===== src/rtl/mem_loader_pkg.sv =====
// Shared definitions for the memory loader: FSM state encoding and
// byte-packing constants used by the top and the byte packer.
package mem_loader_pkg;

  typedef enum logic [1:0] {
    ST_IDLE = 2'd0,
    ST_LOAD = 2'd1,
    ST_DONE = 2'd2
  } state_t;

  localparam int BYTES_PER_WORD = 4;
  localparam int IDX_W          = $clog2(BYTES_PER_WORD);
  localparam int WORD_BITS      = 8 * BYTES_PER_WORD;

endpackage


===== src/rtl/mem_loader_byte_packer.sv =====
// Assembles a little-endian 32-bit word from a byte stream. The first three
// bytes are shifted into a holding register; the fourth byte completes the
// word combinationally so the owner can register it on the same edge.
module mem_loader_byte_packer
  import mem_loader_pkg::*;
(
  input  logic                 clk,
  input  logic                 rst,
  input  logic                 clear,
  input  logic                 accept,
  input  logic [7:0]           byte_in,
  output logic                 word_valid,
  output logic [WORD_BITS-1:0] word
);

  logic [IDX_W-1:0]       idx;
  logic [WORD_BITS-9:0]   partial;

  // Track byte position and shift accepted bytes in; clear discards a partial word
  always_ff @(posedge clk or posedge rst) begin
    if (rst) begin
      idx     <= '0;
      partial <= '0;
    end else if (clear) begin
      idx     <= '0;
      partial <= '0;
    end else if (accept) begin
      idx     <= idx + IDX_W'(1);
      partial <= {byte_in, partial[WORD_BITS-9:8]};
    end
  end

  // Word is complete on the handshake of the last byte of the group
  assign word_valid = accept && !clear && (idx == IDX_W'(BYTES_PER_WORD - 1));
  assign word       = {byte_in, partial};

endmodule


===== src/rtl/mem_loader.sv =====
// Streams bytes into a word-addressed memory while holding the processor in
// reset. Owns the load FSM, the address/word counters and all registered
// outputs; byte assembly is delegated to mem_loader_byte_packer.
module mem_loader
  import mem_loader_pkg::*;
#(
  parameter int DATA_WIDTH = 32,
  parameter int ADDR_WIDTH = 8
) (
  input  logic                  clk,
  input  logic                  rst,
  input  logic                  start,
  input  logic [ADDR_WIDTH-1:0] base_addr,
  input  logic [ADDR_WIDTH:0]   word_count,
  input  logic                  abort,
  input  logic                  in_valid,
  input  logic [7:0]            in_data,
  output logic                  in_ready,
  output logic                  mem_we,
  output logic [ADDR_WIDTH-1:0] mem_addr,
  output logic [DATA_WIDTH-1:0] mem_wdata,
  output logic                  core_rst_hold,
  output logic                  busy,
  output logic                  done
);

  state_t                state;
  logic [ADDR_WIDTH-1:0] base_reg;
  logic [ADDR_WIDTH:0]   count_reg;
  logic [ADDR_WIDTH:0]   written;

  logic                  handshake;
  logic                  start_load;
  logic                  abort_load;
  logic                  pack_clear;
  logic                  word_valid;
  logic [WORD_BITS-1:0]  packed_word;

  // in_ready is only ever high in LOAD, so it alone qualifies the handshake
  assign handshake  = in_valid && in_ready;
  assign start_load = (state == ST_IDLE) && start;
  assign abort_load = (state == ST_LOAD) && abort;
  assign pack_clear = start_load || abort_load;

  mem_loader_byte_packer u_packer (
    .clk        (clk),
    .rst        (rst),
    .clear      (pack_clear),
    .accept     (handshake),
    .byte_in    (in_data),
    .word_valid (word_valid),
    .word       (packed_word)
  );

  // Load FSM with registered outputs; in_ready low while in LOAD marks the
  // cycle of the final write, after which the FSM reports completion
  always_ff @(posedge clk or posedge rst) begin
    if (rst) begin
      state         <= ST_IDLE;
      base_reg      <= '0;
      count_reg     <= '0;
      written       <= '0;
      in_ready      <= 1'b0;
      mem_we        <= 1'b0;
      mem_addr      <= '0;
      mem_wdata     <= '0;
      core_rst_hold <= 1'b0;
      busy          <= 1'b0;
      done          <= 1'b0;
    end else begin
      mem_we <= 1'b0;
      done   <= 1'b0;
      case (state)
        ST_IDLE: begin
          if (start) begin
            base_reg      <= base_addr;
            count_reg     <= word_count;
            written       <= '0;
            core_rst_hold <= 1'b1;
            if (word_count == '0) begin
              state <= ST_DONE;
              done  <= 1'b1;
            end else begin
              state    <= ST_LOAD;
              in_ready <= 1'b1;
              busy     <= 1'b1;
            end
          end
        end
        ST_LOAD: begin
          if (abort) begin
            state         <= ST_IDLE;
            in_ready      <= 1'b0;
            busy          <= 1'b0;
            core_rst_hold <= 1'b0;
          end else if (!in_ready) begin
            state <= ST_DONE;
            busy  <= 1'b0;
            done  <= 1'b1;
          end else if (word_valid) begin
            mem_we    <= 1'b1;
            mem_addr  <= base_reg + written[ADDR_WIDTH-1:0];
            mem_wdata <= DATA_WIDTH'(packed_word);
            written   <= written + (ADDR_WIDTH+1)'(1);
            if ((written + (ADDR_WIDTH+1)'(1)) == count_reg) begin
              in_ready <= 1'b0;
            end
          end
        end
        ST_DONE: begin
          state         <= ST_IDLE;
          core_rst_hold <= 1'b0;
        end
        default: begin
          state <= ST_IDLE;
        end
      endcase
    end
  end

endmodule

===== config.mk =====
export PLATFORM = sky130hd
export DESIGN_NAME = mem_loader
export DESIGN_NICKNAME = d
export VERILOG_FILES = /design/src/rtl/mem_loader_pkg.sv /design/src/rtl/mem_loader_byte_packer.sv /design/src/rtl/mem_loader.sv
export SDC_FILE = /design/constraint.sdc
export NUM_CORES = 1
export LEC_CHECK = 0
export CORE_MARGIN = 10
export CORE_UTILIZATION = 40
export CTS_CLUSTER_DIAMETER = 80
export DETAILED_ROUTE_END_ITERATION = 8
export GPL_TIMING_DRIVEN = 0
export PLACE_DENSITY_LB_ADDON = 0.3
export SLEW_MARGIN = 30
export SYNTH_ARGS = -nofsm -noshare
export SYNTH_HDL_FRONTEND = slang
export SYNTH_SLANG_ARGS = --single-unit

===== constraint.sdc =====
create_clock -name clk -period 10.05 [get_ports clk]
set_clock_uncertainty 0.1 [all_clocks]
set_input_delay 2.01 -clock clk [delete_from_list [all_inputs] [get_ports clk]]
set_output_delay 2.01 -clock clk [all_outputs]
set_load 0.01 [all_outputs]

# Word level (Yosys, flattened, before mapping)

Index checks and enable logic that the tools add are counted.

Bits of input ports: 30
Output and inout bits: 45
Flip-flop bits (word level): 99
Word-level logic and storage cells: 83

Bitwise gates (word level): 1
Equality and inequality tests: 11
$add $sub $neg: 3
Muxes and demuxes: 36
Reductions and logical operators: 19

Operators by type and width:

| kind                                                            | number |
|---|---|
| 24-bit 2-to-1 mux                                               | 2 |
| 9-bit 2-to-1 mux                                                | 4 |
| 1-bit 2-to-1 mux                                                | 18 |
| 9-bit one-hot mux with 2 select lines                           | 1 |
| 2-bit 2-to-1 mux                                                | 6 |
| 2-bit != test, second input constant                            | 5 |
| 9-bit by 1-bit adder with 9-bit output, second input constant   | 1 |
| 9-bit == test                                                   | 1 |
| 9-bit zero test                                                 | 1 |
| 8-bit adder                                                     | 1 |
| 4-bit AND reduction                                             | 2 |
| 1-bit one-hot mux with 2 select lines                           | 3 |
| 3-bit AND reduction                                             | 2 |
| 1-bit logical AND                                               | 5 |
| 5-bit AND reduction                                             | 1 |
| 2-bit == test, second input constant                            | 2 |
| 2-bit one-hot mux with 2 select lines                           | 1 |
| 2-bit AND reduction                                             | 2 |
| 2-bit nonzero test                                              | 2 |
| 3-bit != test, second input constant                            | 1 |
| 1-bit one-hot mux with 3 select lines                           | 1 |
| 3-bit nonzero test                                              | 1 |
| 2-bit by 1-bit adder with 2-bit output, second input constant   | 1 |
| 2-bit by 1-bit == test with 1-bit output, second input constant | 1 |
| 5 further kinds                                                 | 5 |

# Longest topological paths before layout

Gate-level depths: netlist of the first run.

Depth after elaboration: 10
Gate-level depth with buffers: 11
Gate-level depth less buffers: 9

# Hierarchy

A second synthesis of the first run with hierarchy kept.

Cell total of the unflattened synthesis: 466
Area, all modules: 4,710.8 um^2

Modules (own cells, without submodules):

| module                 | cells an instance | area an instance (um^2) | times used | seq. area each (um^2) |
|---|---|---|---|---|
| mem_loader             | 370               | 3,550.9                 | 1          | 1,826.8 |
| mem_loader_byte_packer | 96                | 1,159.9                 | 1          | 650.6 |

# Worst setup path after synthesis of the first run

OpenSTA, ideal clock, no wires.

Path type: in2reg
Start: in start
End: reg in_ready
Required time: 9,819 ps
Stages: 8
Setup slack: 6,621 ps
Setup time: 131 ps
Arrival time: 3,198 ps
Path through: buf_4 a22oi_2 and2_1 buf_4 nand4_1 a21oi_1 a41oi_1 or3_1

Word-level cells in the longest chain between the ends: 9
Elaborated cells between the ends (all ways): 11
Classes of those cells: eq/ne (1); mux (4); reduce/logical (6)

Ends and longest elaborated chain:

| what                                  | line                         | source |
|---|---|---|
| start: declaration                    | mem_loader.sv:12             | `input logic start,` |
| 1-bit logical AND                     | mem_loader.sv:41             | `assign start_load = (state == ST_IDLE) && start;` |
| 1-bit logical OR                      | mem_loader.sv:43             | `assign pack_clear = start_load \|\| abort_load;` |
| 1-bit zero test                       | mem_loader_byte_packer.sv:34 | `assign word_valid = accept && !clear && (idx == IDX_W'(BYTES_PER_WORD - 1));` |
| 1-bit logical AND (2 in a row)        | mem_loader_byte_packer.sv:34 |  |
| 1-bit 2-to-1 mux                      | mem_loader.sv:100            | `end else if (word_valid) begin` |
| 1-bit 2-to-1 mux                      | mem_loader.sv:96             | `end else if (!in_ready) begin` |
| 1-bit 2-to-1 mux                      | mem_loader.sv:91             | `if (abort) begin` |
| 1-bit one-hot mux with 2 select lines | mem_loader.sv:73             | `case (state)` |
| end signal: assignment                | mem_loader.sv:85             | `in_ready <= 1'b1;` |
| end signal: assignment                | mem_loader.sv:93             | `in_ready <= 1'b0;` |
| end signal: assignment                | mem_loader.sv:106            | `in_ready <= 1'b0;` |
| end: declaration                      | mem_loader.sv:18             | `output logic in_ready,` |

Several ways; a longest one is shown, not always the timed one.
A chain may end at the register's enable or synchronous reset.

# Worst setup path after layout of the first run

Start: in abort
End: reg mem_wdata[4]

Word-level cells in the longest chain between the ends: 6
Elaborated cells between the ends (all ways): 7
Classes of those cells: bitwise (1); reduce/logical (6)

Ends and longest elaborated chain:

| what                                   | line                         | source |
|---|---|---|
| start: declaration                     | mem_loader.sv:15             | `input logic abort,` |
| 1-bit logical AND                      | mem_loader.sv:42             | `assign abort_load = (state == ST_LOAD) && abort;` |
| 1-bit logical OR                       | mem_loader.sv:43             |  |
| 1-bit zero test                        | mem_loader_byte_packer.sv:34 |  |
| 1-bit logical AND (2 in a row)         | mem_loader_byte_packer.sv:34 |  |
| 4-bit AND reduction (no source line) * | --                           |  |
| end signal: assignment                 | mem_loader.sv:103            | `mem_wdata <= DATA_WIDTH'(packed_word);` |
| end: declaration                       | mem_loader.sv:21             | `output logic [DATA_WIDTH-1:0] mem_wdata,` |

Mark *: on every way between the ends. The rest lies on a longest branch, timed or not.

==> impl_metrics.csv, run 1 <==
group,metric,value,unit
floorplanning,pin_count,75,
grt,overflow,0,
synth,synth_edf_count,0,
clocking,cts_buffers,9,
timing,rsz0062_at_grt,"false",
place,postPlaceCellArea,5550,um2
finish,nets,581,
synth,synth_area_per_cell,10.2,um2
timing,report.final.slew_viol_count,0,
synth,syn_nets,496,
finish,seqCellArea,2480,um2
timing,whs,0.373,ns
finish,drive_above_1_share,0.109,
critical_path,crit_type,"primary input to flop",
finish,regMostFlops,"mem_wdata",
hold_path,hp-start,"u_packer.partial[0]",
synth,yosysUniqueCellTypes,50,
clocking,clockRootBuffer,"clkbuf_16",
critical_path,r2r-start,"written[0]",
finish,largest_reg_flops,32,
timing,setup_viol,0,
synth,synth_top_cell_by_area,"dfrtp_1",
grt,grt_pass1_vias,3555,
synth,yosys_warnings,0,
grt,grt_max_degree,74,
flow_run,cap_violations,0,
synth,synthArstFlopShare,1.00,
synth,netlist_instances,453,
place,io_buffers,73,
critical_path,r2r_cells,9,
floorplanning,start_util,0.407,
synth,ys_seq_area_frac,0.538,
route,via_count,3642,
synth,synth_top_area_frac,0.538,
critical_path,path_cells,"clkdlybuf4s50_1 -> and2b_1 -> nand4_1 -> buf_4 -> clkinv_4 -> buf_2 -> buf_2 -> nand2_1 -> nand2_1",
grt,antenna_found_initial,0,
timing,relSlewSlack,0.610,
route,firstDrtPassIters,7,
timing,fmax,0.269,GHz
synth,synth.area.top_cells,"dfrtp_1, nand2_1, a22o_1",
clocking,clock-sinks,99,
timing,finalSetupTns,0,ns
floorplanning,dieWidth,127,um
place,gp_congestion,0.844,
synth,synthFlopType,"dfrtp_1",
critical_path,arrival,3.90,ns
finish,multiInputGateArea,1930,um2
finish,fin_area,5860,um2
route,drt-total-wl,11300,um
route,drtIter0Drc,314,
critical_path,r2r_slack,7.70,ns
clocking,cts_buffer_depth,2,
clocking,cts.htree.levels,3,
route,ant_nets,0,
power,power_leakage,2.77,nW
route,drc,0,
floorplanning,core,11300,um2
floorplanning,fp-row-count,39,
critical_path,critPathRequiredTime,10.24,ns
grt,globalRouteTotalUtil,0.139,
power,p_per_area,237,nW/um2
clocking,clock_latency,0.35,ns
hold_path,min_path_type,"flop to flop",
floorplanning,die_h,127,um
timing,post-route-period-util,0.369,
hold_path,whs_path_depth,2,
outcome,status,"completed",
clocking,cts_hold_buf,0,
clocking,ctsResizeCount,0,
clocking,clkTransAtPathRegs,0.07,ns
grt,grt_first_pass_wirelength,18500,um
synth,synth_area,4600,um2
clocking,post_cts_buffers,0,
critical_path,path_max_fanout,10,
route,wl_per_cell,16.5,um
route,drt-vias-per-instance,5.31,
hold_path,min_to,"mem_wdata[0]",
critical_path,end_kind,"flop",
clocking,cts_tree,"done",
timing,worstMarginPinSlew,0.585,ns
critical_path,crit_slowest_cell,"clkdlybuf4s50_1",
power,ir_drop,0.108,mV
synth,ys_ff_latch,99,
finish,reg.largest.list,"mem_wdata: 32 flops, u_packer.partial: 24 flops",
critical_path,reg2reg_to,"mem_addr[6]",
timing,hold_violations,0,
finish,areaGrowthSynthToFinish,27.4,%
critical_path,critical-path-max-stage-delay,0.49,ns
timing,min_period,3.71,ns
floorplanning,dieArea,16200,um2
critical_path,startpoint_type,"primary input",
finish,diodes,0,
place,post-dp-hpwl,8330,um
finish,fillers,1041,
==> per-stage QoR <==
step / setup WS (ns) / utilization / std cells / total power [mW]
after floorplan: 5.35 / - / 453 / 0.856
after global placement: 3.90 / 0.487 / 669 / 1.01
after detailed placement: 5.98 / 0.490 / 670 / 1.03
after CTS: 6.35 / 0.518 / 686 / 1.40
after global routing: 6.20 / 0.518 / 686 / 1.48
final: 6.34 / 0.518 / 686 / 1.39
==> placed cells by master, fill, tap and decap left out, drive strengths merged, types with 4 or more instances in the layout <==
master,n
o21ai,16
dfrtp,99
o22ai,6
ha,12
mux2,15
nand2,128
xnor2,11
nor2b,5
inv,17
clkdlybuf4s50,73
nand3,9
a21oi,16
and2,4
buf,17
nor2,10
clkbuf,21
nor3,8
a22o,26
xor2,6
==> worst max-delay path, delay by kind of cell <==
kind	cells	cell delay [ns]
buffers and inverters	5	1.28
and+or+nand+nor	4	0.61
==> area by class of cell <==
cell class / count / share of cell area
Sequential cell: 99 / 0.423
Multi-Input combinational cell: 313 / 0.328
Timing Repair Buffer: 74 / 0.129
Clock buffer: 10 / 0.0408
Tap cell: 143 / 0.0305
Buffer: 27 / 0.0243
Clock inverter: 6 / 0.0134
Inverter: 14 / 0.0107
==> routing by layer <==
metal	vias to the layer above	global-route usage	part of all wire
met5	-	0	0
met4	0	0.0455	0.014
met2	113	0.221	0.48
met3	9	0.0368	0.063
li1	1725	-	-
met1	1795	0.180	0.44
==> report_power, final <==
part | internal, mW | leakage, nW | total (mW) | switching, mW
clock | 0.206 | 0.158 | 0.365 | 0.159
combinational | 0.219 | 1.30 | 0.438 | 0.219
sequential | 0.504 | 1.31 | 0.585 | 0.0818
total | 0.928 | 2.77 | 1.39 | 0.460
==> kinds of logic (layout without fill, tap and decap cells) <==
kind of cell	after synthesis	count (layout)	share of synthesized area
AO/OA/AOI/OAI	81	81	0.123
multiplexers	18	18	0.0432
AND/OR/NAND/NOR	184	184	0.182
flip-flops	99	99	0.538
XOR/XNOR	17	17	0.0323
adder cells (fa/ha/maj)	13	13	0.0370
buffers and inverters	41	131	0.0435
==> Yosys cell counts, types with 2 or more instances <==
cell type,n
nor3_1,7
clkbuf_1,11
mux2i_1,3
nand2_1,124
ha_1,12
nor4_1,2
a21oi_1,16
and3_1,3
a22o_1,26
and2_1,4
buf_2,9
o21ai_0,16
o22ai_1,6
nand2b_1,3
or4_1,2
inv_1,13
a41oi_1,3
mux2_2,15
a21o_1,3
buf_4,6
xor2_1,6
nand3_1,8
dfrtp_1,99
nand4_1,3
nor3b_1,3
xnor2_1,11
nor2b_1,5
nand2_2,3
nor2_1,10
==> worst max-delay path by stage <==
stage | from | slack (ns) | end
2_1_floorplan | rst | 5.35 | base_reg[0]
3_3_place_gp | rst | 3.90 | state[0]
3_5_place_dp | abort | 5.98 | mem_wdata[4]
4_1_cts | abort | 6.35 | mem_wdata[4]
5_1_grt | abort | 6.20 | written[2]
6_report | abort | 6.34 | mem_wdata[4]
Note: power is estimated with default switching activity, not from simulation.
==> run 2: changes to the inputs <==
==> constraint.sdc (replaced) <==
create_clock -name clk -period 3.55 [get_ports clk]
set_clock_uncertainty 0.1 [all_clocks]
set_input_delay 0.71 -clock clk [delete_from_list [all_inputs] [get_ports clk]]
set_output_delay 0.71 -clock clk [all_outputs]
set_load 0.01 [all_outputs]
==> results of run 2 <==
The final DEF is identical to that of run 1. Status: completed.
Main changes from that run: setup slack after placement 5.98 ns -> 0.779 ns; setup slack after layout 6.34 ns -> 1.14 ns; register-to-register setup slack 7.70 ns -> 1.20 ns; total power 1.39 mW -> 3.93 mW; worst IR drop on VDD 0.108 mV -> 0.306 mV
